### src/rtl/bch_31_chien_if.sv
// Handshake and result bundle between the BCH(31) Chien search and its neighbours.
interface bch_31_chien_if;
  logic        start;
  logic [4:0]  lambda1;
  logic [4:0]  lambda2;
  logic        busy;
  logic        done;
  logic [30:0] err_mask;
  logic [1:0]  err_count;
  logic        fail;

  modport master (
    output start, lambda1, lambda2,
    input  busy, done, err_mask, err_count, fail
  );

  modport slave (
    input  start, lambda1, lambda2,
    output busy, done, err_mask, err_count, fail
  );
endinterface

### src/rtl/bch_31_chien.sv
// Chien search for BCH(31) t=2: evaluates 1 + l1*x + l2*x^2 at x = alpha^-i, i = 0..30,
// over GF(2^5) with x^5+x^2+1, producing the error mask, root count and failure flag.
//
// state  | meaning
// IDLE   | waiting for start; results of the last search held
// SEARCH | one codeword position tested per cycle, pos = 0..30
// FINISH | root count compared against degree; done pulse follows
module bch_31_chien #(
  parameter int N = 31,
  parameter int M = 5
) (
  input  logic          clk,
  input  logic          rst,
  bch_31_chien_if.slave bus
);

  typedef enum logic [1:0] {
    IDLE,
    SEARCH,
    FINISH
  } state_t;

  state_t         state;
  state_t         state_nxt;
  logic [M-1:0]   t1;
  logic [M-1:0]   t2;
  logic [4:0]     pos;
  logic [1:0]     deg;
  logic [1:0]     cnt;
  logic [N-1:0]   mask;
  logic           done_q;
  logic           fail_q;
  logic           hit;

  // alpha^-1 = alpha^4 + alpha, so a shift right folds bit 0 back into bits 4 and 1
  function automatic logic [M-1:0] mul_inv(input logic [M-1:0] a);
    return (a >> 1) ^ (a[0] ? 5'b10010 : 5'b00000);
  endfunction

  assign hit = ((t1 ^ t2) == 5'b00001);

  always_ff @(posedge clk) begin
    if (!rst) state <= IDLE;
    else      state <= state_nxt;
  end

  always_comb begin
    state_nxt = state;
    case (state)
      IDLE:    if (bus.start) state_nxt = SEARCH;
      SEARCH:  if (pos == 5'(N - 1)) state_nxt = FINISH;
      FINISH:  state_nxt = IDLE;
      default: state_nxt = IDLE;
    endcase
  end

  always_ff @(posedge clk) begin
    if (!rst) begin
      t1     <= '0;
      t2     <= '0;
      pos    <= '0;
      deg    <= '0;
      cnt    <= '0;
      mask   <= '0;
      done_q <= 1'b0;
      fail_q <= 1'b0;
    end else begin
      done_q <= 1'b0;
      case (state)
        IDLE: begin
          if (bus.start) begin
            t1     <= bus.lambda1;
            t2     <= bus.lambda2;
            pos    <= '0;
            deg    <= (bus.lambda2 != '0) ? 2'd2 : ((bus.lambda1 != '0) ? 2'd1 : 2'd0);
            cnt    <= '0;
            mask   <= '0;
            fail_q <= 1'b0;
          end
        end
        SEARCH: begin
          if (hit) begin
            mask[pos] <= 1'b1;
            if (cnt != 2'd3) cnt <= cnt + 2'd1;
          end
          t1  <= mul_inv(t1);
          t2  <= mul_inv(mul_inv(t2));
          pos <= pos + 5'd1;
        end
        FINISH: begin
          done_q <= 1'b1;
          fail_q <= (cnt != deg);
        end
        default: ;
      endcase
    end
  end

  assign bus.busy      = (state == SEARCH);
  assign bus.done      = done_q;
  assign bus.err_mask  = mask;
  assign bus.err_count = cnt;
  assign bus.fail      = fail_q;

endmodule
### src/flat_wrapper.sv
// flat-port wrapper written by rule: the top's interface ports become plain ports
module bch_31_chien_flat 
#(
  parameter int N = 31,
  parameter int M = 5
)
  (clk, rst, bus_start, bus_lambda1, bus_lambda2, bus_busy, bus_done, bus_err_mask, bus_err_count, bus_fail);
  bch_31_chien_if bus_i ();
  input  logic clk;
  input  logic rst;
  input wire logic [$bits(bus_i.start)-1:0] bus_start;
  input wire logic [$bits(bus_i.lambda1)-1:0] bus_lambda1;
  input wire logic [$bits(bus_i.lambda2)-1:0] bus_lambda2;
  output wire logic [$bits(bus_i.busy)-1:0] bus_busy;
  output wire logic [$bits(bus_i.done)-1:0] bus_done;
  output wire logic [$bits(bus_i.err_mask)-1:0] bus_err_mask;
  output wire logic [$bits(bus_i.err_count)-1:0] bus_err_count;
  output wire logic [$bits(bus_i.fail)-1:0] bus_fail;
  assign bus_i.start = bus_start;
  assign bus_i.lambda1 = bus_lambda1;
  assign bus_i.lambda2 = bus_lambda2;
  assign bus_busy = bus_i.busy;
  assign bus_done = bus_i.done;
  assign bus_err_mask = bus_i.err_mask;
  assign bus_err_count = bus_i.err_count;
  assign bus_fail = bus_i.fail;
  bch_31_chien #(.N(N), .M(M)) u_core (.clk(clk), .rst(rst), .bus(bus_i));
endmodule
### config.mk
export PLATFORM = sky130hd
export DESIGN_NAME = bch_31_chien_flat
export DESIGN_NICKNAME = d
export VERILOG_FILES = /design/src/rtl/bch_31_chien_if.sv /design/src/rtl/bch_31_chien.sv /design/src/flat_wrapper.sv
export SDC_FILE = /design/constraint.sdc
export NUM_CORES = 1
export LEC_CHECK = 0
export CAP_MARGIN = 40
export CELL_PAD_IN_SITES_DETAIL_PLACEMENT = 0
export CELL_PAD_IN_SITES_GLOBAL_PLACEMENT = 1
export CORE_MARGIN = 1
export CORE_UTILIZATION = 25
export CTS_CLUSTER_DIAMETER = 40
export DETAILED_ROUTE_END_ITERATION = 8
export PLACE_DENSITY_LB_ADDON = 0.1
export SLEW_MARGIN = 20
export SYNTH_ARGS = -nofsm -noshare
export SYNTH_HDL_FRONTEND = slang
export SYNTH_SLANG_ARGS = --single-unit
### constraint.sdc
create_clock -name clk -period 1.55 [get_ports clk]
set_input_delay 0.2325 -clock clk [delete_from_list [all_inputs] [get_ports clk]]
set_output_delay 0.2325 -clock clk [all_outputs]
set_load 0.005 [all_outputs]
==> metrics.csv <==
stage,metric,value,unit
sta,min_period,1498,ps
sta,tightest_slew,330.5,ps
sta,fin_tns_setup,0,ps
die,num_io_pins,49,
sta,clock_skew,14.99,ps
sta,hold-worst-slack,478.9,ps
detailed_routing,via_per_inst,4.611,
yosys,synthCells,231,
clocking,clock_sinks,54,
critical_path,critPathKind,flop to flop,
detailed_routing,vias,1932,
run,max_cap_violations,0,
run_status,status,completed,
global_route,gr-total-overflow,0,
clocking,hold_buffers,0,
sta,fin_crit_sh,96.67,%
global_route,antenna_found_initial,0,
yosys,syn-cell-area,2258,um^2
placement,gp_congestion,0.7144,
detailed_routing,detail-route-antenna-nets,0,
placement,hpwl,4606,um
final_layout,fin_nets,328,
final_layout,fill_cells,881,
detailed_routing,initialDrtViolationCount,75,
sta,setup_viol,0,
placement,place_ws,-254.5,ps
die,dieArea,9418,um^2
final_layout,final_cell_mix,"dfxtp_1, clkdlybuf4s50_1, buf_4",
global_route,grt_first_pass_wirelength,9853,um
die,die_h,97.05,um
die,rows,34,
yosys,ys_seq_elements,54,
final_layout,final_common_cell,dfxtp_1,
clocking,cts_max_level,2,
sta,rsz0062_at_grt,yes,
yosys,seq_area_frac_synth,47.87,%
clocking,clock_latency,320,ps
clocking,cts_made_buffers,5,
sta,fin_ws,51.55,ps
sta,fmax,667.4,MHz
critical_path,start_kind,flop,
global_route,grtUsageMet1,20.47,%
sta,maxSlewHeadroom,77.89,%
min_path,hold_class,flop to flop,
final_layout,diodes,0,
clocking,clk_pin_slew,110,ps
power,p_leak,1.315,nW
critical_path,cp.required,1820,ps
global_route,grt.busiest_layer,met1,
global_route,grtUsageMet3,2.312,%
placement,port_buffers,48,
detailed_routing,drtPass1Iterations,4,
detailed_routing,avgRoutedWirePerCell,14.72,um
global_route,use_met2,17.77,%
yosys,syn_area_per_cell,9.777,um^2
detailed_routing,drc,0,
sta,finalHoldViolCount,0,
yosys,synth_nets,249,
die,die_w,97.05,um
yosys,synth.distinct_cells,40,
final_layout,drive_above_1_share,20.58,%
die,core,8721,um^2
global_route,grtUsageTotal,13.09,%
clocking,cts-root-buf,clkbuf_8,
critical_path,endpoint_kind,flop,
yosys,ys_warn_count,0,
critical_path,arrival,1770,ps
critical_path,cp_max_fo,6,
global_route,grt_max_degree,33,
power,power_density,834.4,nW/um^2
clocking,cts_tree,yes,
power,power,0.002714,W
final_layout,final_core_util,37.30,%
global_route,grt_pass1_vias,1826,
die,start_util,25.90,%
final_layout,syn2layout_area_growth,44.04,%
detailed_routing,drt_wl_total,6168,um
clocking,cts_buffer_depth,2,
sta,slew_violations,0,
power,vdd_ir_drop_max,0.0004592,V
[cell families after synthesis]
logic type      after synthesis  share of synthesized area [%]
xor+xnor                      8                          3.103
mux                           2                         0.8865
buf+inv                      21                          3.989
fa+ha+maj                     5                          2.770
simple gates                 75                          18.06
flops                        54                          47.87
compound gates               66                          23.32
[what timing repair did]
item,CTS,global route
resized for setup,3,3
setup buffers,1,0
endpoints found under the setup margin,1,32
pin swaps,0,0
[worst paths after layout]
check                  start                      to  slack [ps]  cells after the start
min reg2reg    u_core.deg[0]           u_core.deg[0]         480                      2
max reg2reg  u_core.state[1]  u_core.bus.err_mask[5]          50                      5
max          u_core.state[1]  u_core.bus.err_mask[5]          50                      5
min            u_core.deg[0]           u_core.deg[0]         480                      2
[synthesized netlist by cell type]
cell type | count | share of area (%)
a31oi_1 | 2 | 0.55
o221ai_1 | 1 | 0.39
and3_1 | 6 | 1.7
or2_1 | 1 | 0.28
ha_1 | 5 | 2.8
a22o_1 | 30 | 12
nor3_2 | 3 | 1.3
a211oi_1 | 2 | 0.66
nand2b_4 | 1 | 0.61
nand3_1 | 4 | 0.89
nand2b_1 | 7 | 1.9
a22oi_1 | 2 | 0.66
clkbuf_1 | 7 | 1.2
nand4_1 | 1 | 0.28
buf_2 | 9 | 2.0
nand3b_1 | 2 | 0.66
or4_1 | 2 | 0.66
a311oi_1 | 2 | 0.78
o21ai_0 | 2 | 0.44
nand2_1 | 7 | 1.2
nor2b_1 | 5 | 1.4
o211ai_1 | 3 | 1.0
o211a_1 | 1 | 0.44
o221a_2 | 6 | 3.0
xnor2_1 | 3 | 1.2
inv_2 | 1 | 0.17
inv_1 | 4 | 0.66
xor2_1 | 5 | 1.9
mux2i_1 | 2 | 0.89
nor3_1 | 3 | 0.66
or3_4 | 1 | 0.50
nor2_1 | 29 | 4.8
o21bai_1 | 1 | 0.33
and3b_1 | 1 | 0.39
a21oi_1 | 10 | 2.2
dfxtp_1 | 54 | 48
o22ai_1 | 3 | 0.83
a41oi_1 | 1 | 0.39
nor3b_2 | 1 | 0.55
and2_1 | 1 | 0.28
[registers in the layout (all words and copies together) (netlist names)]
name / count
u_core.bus.done: 1
u_core.t1: 5
u_core.bus.fail: 1
u_core.deg: 2
u_core.bus.err_mask: 31
u_core.pos: 5
u_core.bus.err_count: 2
u_core.state: 2
u_core.t2: 5
[through the flow]
stage,cells,area (um^2)
final,419,3253
after global routing,419,3253
after CTS,419,3244
after detailed placement,410,3136
after global placement,410,3136
after floorplan,231,2258
[worst max-delay path, cell delays in order, from the launching register on]
cell and delay [ps]:
dfxtp_1 320, nand2b_4 160, buf_4 170, or3_4 350
nor2_1 280, a22o_1 170
[where the power goes]
group / switching, W / total [W] / internal (W)
clock network: 0.000512 / 0.000851 / 0.000339
registers: 0.0000363 / 0.00146 / 0.00142
logic: 0.000199 / 0.000405 / 0.000206
[metal layers]
| layer | wire length (um) | part of all wire [%] | vias up |
|---|---|---|---|
| li1 | - | - | 1004 |
| met1 | 3378 | 55 | 881 |
| met2 | 2494 | 40 | 43 |
| met3 | 234 | 3.8 | 4 |
| met4 | 61 | 0.99 | 0 |
| met5 | 0 | 0 | - |
[area by class of cell]
| cell class | count | area (um^2) | area share [%] |
|---|---|---|---|
| Sequential cell | 54 | 1084 | 33.31 |
| Clock inverter | 3 | 28.78 | 0.8846 |
| Clock buffer | 5 | 68.82 | 2.115 |
| Timing Repair Buffer | 88 | 817.0 | 25.12 |
| Multi-Input combinational cell | 156 | 1096 | 33.69 |
| Tap cell | 108 | 135.1 | 4.154 |
| Inverter | 5 | 23.77 | 0.7308 |
Power figures use the tool's default switching activity.
